--- src/rtl/sr_pkg.sv ---
// Shared types and limits for the SR flip-flop bank.
package sr_pkg;

  typedef enum logic [1:0] {
    SR_HOLD    = 2'd0,
    SR_SET_DOM = 2'd1,
    SR_RST_DOM = 2'd2,
    SR_TOGGLE  = 2'd3
  } sr_mode_e;

  localparam int unsigned SR_N_MAX  = 32;
  localparam int unsigned SR_CW_MAX = 16;

endpackage

--- src/rtl/sr_cell.sv ---
// One clocked SR channel: state, S=R=1 resolution, conflict pulse and the
// optional saturating conflict counter (SR_CONFLICT_CNT_EN).
module sr_cell
  import sr_pkg::*;
#(
  parameter sr_mode_e    MODE      = SR_HOLD,
  parameter logic        RESET_VAL = 1'b0,
  parameter int unsigned CW        = 8
) (
  input  logic          clk,
  input  logic          rst,
  input  logic          en,
  input  logic          s,
  input  logic          r,
`ifdef SR_CONFLICT_CNT_EN
  input  logic          cnt_clr,
  output logic [CW-1:0] conflict_cnt,
`endif
  output logic          q,
  output logic          conflict
);

  if (!(MODE inside {SR_HOLD, SR_SET_DOM, SR_RST_DOM, SR_TOGGLE})) begin : gen_bad_mode
    $error("sr_cell: illegal MODE");
  end

  logic q_d, q_q;
  logic conflict_d, conflict_q;

  assign conflict_d = en & s & r;

  always_comb begin
    q_d = q_q;
    if (en) begin
      unique case ({s, r})
        2'b00: q_d = q_q;
        2'b10: q_d = 1'b1;
        2'b01: q_d = 1'b0;
        2'b11: begin
          unique case (MODE)
            SR_HOLD:    q_d = q_q;
            SR_SET_DOM: q_d = 1'b1;
            SR_RST_DOM: q_d = 1'b0;
            SR_TOGGLE:  q_d = ~q_q;
            default:    q_d = q_q;
          endcase
        end
        default: q_d = q_q;
      endcase
    end
  end

  always_ff @(posedge clk or posedge rst) begin
    if (rst) begin
      q_q        <= RESET_VAL;
      conflict_q <= 1'b0;
    end else begin
      q_q        <= q_d;
      conflict_q <= conflict_d;
    end
  end

  assign q        = q_q;
  assign conflict = conflict_q;

`ifdef SR_CONFLICT_CNT_EN
  logic [CW-1:0] cnt_q;

  // Clear takes priority over a coincident conflict; counts stick at all-ones.
  always_ff @(posedge clk or posedge rst) begin
    if (rst) begin
      cnt_q <= '0;
    end else if (cnt_clr) begin
      cnt_q <= '0;
    end else if (conflict_d && (cnt_q != {CW{1'b1}})) begin
      cnt_q <= cnt_q + 1'b1;
    end
  end

  assign conflict_cnt = cnt_q;
`endif

endmodule

--- src/rtl/sr_ff_bank.sv ---
// Bank of N independent clocked SR flip-flops; conflict counters and the
// cnt_clr/conflict_cnt ports exist only with SR_CONFLICT_CNT_EN defined.
module sr_ff_bank
  import sr_pkg::*;
#(
  parameter int unsigned   N         = 4,
  parameter sr_mode_e      MODE      = SR_HOLD,
  parameter logic [N-1:0]  RESET_VAL = '0,
  parameter int unsigned   CW        = 8
) (
  input  logic            clk,
  input  logic            rst,
  input  logic            en,
  input  logic [N-1:0]    S,
  input  logic [N-1:0]    R,
`ifdef SR_CONFLICT_CNT_EN
  input  logic            cnt_clr,
  output logic [N*CW-1:0] conflict_cnt,
`endif
  output logic [N-1:0]    Q,
  output logic [N-1:0]    Qbar,
  output logic [N-1:0]    conflict
);

  if (N < 1 || N > SR_N_MAX) begin : gen_bad_n
    $error("sr_ff_bank: N out of range");
  end
  if (CW < 1 || CW > SR_CW_MAX) begin : gen_bad_cw
    $error("sr_ff_bank: CW out of range");
  end

  for (genvar i = 0; i < N; i++) begin : gen_cell
    sr_cell #(
      .MODE      (MODE),
      .RESET_VAL (RESET_VAL[i]),
      .CW        (CW)
    ) u_cell (
      .clk          (clk),
      .rst          (rst),
      .en           (en),
      .s            (S[i]),
      .r            (R[i]),
`ifdef SR_CONFLICT_CNT_EN
      .cnt_clr      (cnt_clr),
      .conflict_cnt (conflict_cnt[i*CW +: CW]),
`endif
      .q            (Q[i]),
      .conflict     (conflict[i])
    );
  end

  // Qbar is never stored, so it cannot disagree with Q.
  assign Qbar = ~Q;

endmodule

--- config.mk ---
export PLATFORM = sky130hd
export DESIGN_NAME = sr_ff_bank
export DESIGN_NICKNAME = d
export VERILOG_FILES = /design/src/rtl/sr_pkg.sv /design/src/rtl/sr_cell.sv /design/src/rtl/sr_ff_bank.sv
export SDC_FILE = /design/constraint.sdc
export NUM_CORES = 1
export LEC_CHECK = 0
export ABC_CLOCK_PERIOD_IN_PS = 1000
export BUFFER_PORTS_ARGS = -buffer_cell sky130_fd_sc_hd__buf_2
export CORE_ASPECT_RATIO = 0.75
export CORE_MARGIN = 10
export CORE_UTILIZATION = 25
export CTS_CLUSTER_SIZE = 10
export DETAILED_ROUTE_END_ITERATION = 10
export HOLD_SLACK_MARGIN = 0.08
export PLACE_DENSITY = 0.58
export SETUP_SLACK_MARGIN = 0.02
export SLEW_MARGIN = 20
export SYNTH_ARGS = -nofsm -noshare
export SYNTH_HDL_FRONTEND = slang
export SYNTH_HIERARCHICAL = 1
export SYNTH_SLANG_ARGS = --single-unit
--- constraint.sdc ---
create_clock -name clk -period 1 [get_ports clk]
set_input_delay 0.05 -clock clk [delete_from_list [all_inputs] [get_ports clk]]
set_output_delay 0.05 -clock clk [all_outputs]
set_load 0.03 [all_outputs]
==> impl_results.md <==
* DR WL/cell at 10.3 µm
* Routed Antenna Nets at 0
* Initial antenna violation count at 0
* Mapped Area at 435 µm²
* Most common cell after layout, fill and taps aside: buf_2
* Gp weighted congestion at 0.700
* Pleak at 0.422 nW
* Max Slew Vio Count at 0
* Status: complete, no violations
* Synth-to-Final Area Change at 49.1%
* FP Rows at 12
* Setup WS pre-CTS at 136 ps
* Via count at 333
* Sinks on Clock Net at 8
* Worst setup path class: flop to primary output
* Width of the chip at 68.2 µm
* Largest net degree at the start of global routing at 9
* GRT Total Usage at 0.0519
* Setup Fix Bufs, Post-CTS at 0
* CP bufs+invs at 2
* Crit-path max FO at 3
* DR iter-0 viols at 1
* Post-Place Cells at 83
* Htree depth at 1
* FF-to-FF Start: gen_cell[3].u_cell/q$_DFFE_PP0P_
* Total core area at 0.00156 mm²
* Final setup vio count at 0
* Worst-case hold slack at 90.6 ps
* Commonest cells after routing, fill and taps aside: buf_2 (20), inv_1 (16), dfrtp_1 (8)
* Slowest stage delay, CP at 380 ps
* End of the worst hold path: gen_cell[0].u_cell/conflict$_DFF_PP0_
* Clock slew at reported path FFs at 50 ps
* Worst-path cell chain: inv_1 > buf_2
* WL met3 at 109 µm
* Max Clock Skew at 0 ps
* Setup TNS Final at 0 ps
* Maximum VDD drop at 0.856 mV
* Final routed DRC violation total at 0
* TritonRoute pass-1 iters at 2
* Required @ worst endpoint at 950 ps
* CTS max path bufs at 2
* Hold Path Depth at 2
* Layout cell share with drive strength beyond 1 at 0.471
* Setup crit end kind: primary output
* Delay-heaviest family, CP: flip-flops
* Worst Tran Pin Value at 112 ps
* Clock root buffer: clkbuf_4
* Fmax at 1100 MHz
* Fin. Hold Viols at 0
* Final worst setup slack at 87.3 ps
* Tmin final at 913 ps
* Cell variety after synth at 6
* Final HPWL DP at 777 µm
* Layout fillers at 171
* Hold path start: R[0]
* Startpoint Class: flop
* Max Cap Viol at 0
* Slowest-stage cell, CP: dfrtp_1
* Met1 Wirelength at 376 µm
* Synthesized instance count at 40
* Total Wirelength at 940 µm
* #FFs+latches synth at 8
* Post-synthesis sequential area ratio at 0.460
* Fin nets at 87
* CTS tree: built
* Reg2reg end: gen_cell[3].u_cell/q$_DFFE_PP0P_
* First-pass GRT wire length at 1.48 mm
* Cell area power density at 1450 mW/mm²
* WL met2 at 453 µm
* Die Height at 56.1 µm
* Worst skew pair latency at 240 ps
* Top routing layer in use: met3
* Diode count at 0
* Yosys warns at 6
* Port Buffer Count at 22
* Cell count of the worst reg-to-reg path at 2
* Crit share post-route at 0.913
* Vias in the first global route at 334
* Placed cell area at 572 µm²
* Cell area after layout at 649 µm²
* Via density at 3.66
* Synth Net Count at 55
* Data arrival, critical path at 860 ps
* RSZ-0062 raised after global routing: false
* Worst min path class: input port to flop
* Max_slew headroom at 0.923
* GRT overflow at 0
* Post-Layout Cell Count at 91
* R2R Setup Slk at 380 ps
* Syn avg cell area at 10.9 µm²
* CTS Buf Count at 3
* Num ports at 23
* Die ar. at 0.00383 mm²
* Starting density of the core at 0.279
-- flip-flops by register name, indices dropped and copies added (netlist names) --
| register | count |
|---|---|
| gen_cell.u_cell/q | 4 |
| gen_cell.u_cell/conflict | 4 |
-- final cells by class --
cell class                      count  area (µm²)  area share
Sequential cell                     8         200       0.308
Multi-Input combinational cell     16         175       0.270
Timing Repair Buffer               27         165       0.254
Inverter                           16        60.1      0.0925
Tap cell                           21        26.3      0.0405
Clock buffer                        3        22.5      0.0347
-- repair_timing --
item,4_1_cts,5_1_grt
gates resized for setup,0,3
hold endpoints to repair,10,2
endpoints found under the setup margin,0,2
hold buffers,3,2
-- cell families (layout without fill, tap and decap cells) --
| family | Yosys count | count (layout) | synth area share |
|---|---|---|---|
| AND/OR/NAND/NOR | 8 | 8 | 0.195 |
| adder cells (fa/ha/maj) | 4 | 4 | 0.115 |
| buffers and inverters | 16 | 46 | 0.138 |
| multiplexers | 4 | 4 | 0.0920 |
| flip-flops | 8 | 8 | 0.460 |
-- per-stage QoR --
| stage | util | power [mW] |
|---|---|---|
| 6_report | 0.416 | 0.939 |
| 5_1_grt | 0.416 | 1.01 |
| 4_1_cts | 0.400 | 0.947 |
| 3_5_place_dp | 0.366 | 0.696 |
| 3_3_place_gp | 0.366 | 0.696 |
| 2_1_floorplan | - | 0.596 |
-- Yosys cell counts (all sizes together) --
cell,number,share of area
inv,16,0.14
dfrtp,8,0.46
and3,4,0.069
ha,4,0.11
mux2i,4,0.092
nor2b,4,0.13
-- worst max path at each step --
stage	slack, ps	end	cells after the start	startpoint
floorplan	220	Qbar[0]	1	gen_cell[0].u_cell/q$_DFFE_PP0P_
global placement	140	gen_cell[0].u_cell/q$_DFFE_PP0P_	5	S[0]
detailed placement	140	gen_cell[0].u_cell/q$_DFFE_PP0P_	5	S[0]
CTS	60	Qbar[3]	2	gen_cell[3].u_cell/q$_DFFE_PP0P_
global route	30	Qbar[0]	2	gen_cell[0].u_cell/q$_DFFE_PP0P_
finish	90	Qbar[2]	2	gen_cell[2].u_cell/q$_DFFE_PP0P_
-- metal layers --
| metal | vias up | GRT usage |
|---|---|---|
| met5 | - | 0 |
| met4 | 0 | 0 |
| met3 | 0 | 0.0542 |
| met2 | 11 | 0.0778 |
| met1 | 142 | 0.0527 |
| li1 | 180 | - |
-- report_power, final --
part,switching (mW),internal (mW)
logic,0.206,0.127
clock network,0.0949,0.136
registers,0.0181,0.356
total,0.319,0.619
(Power assumes the default switching activity.)
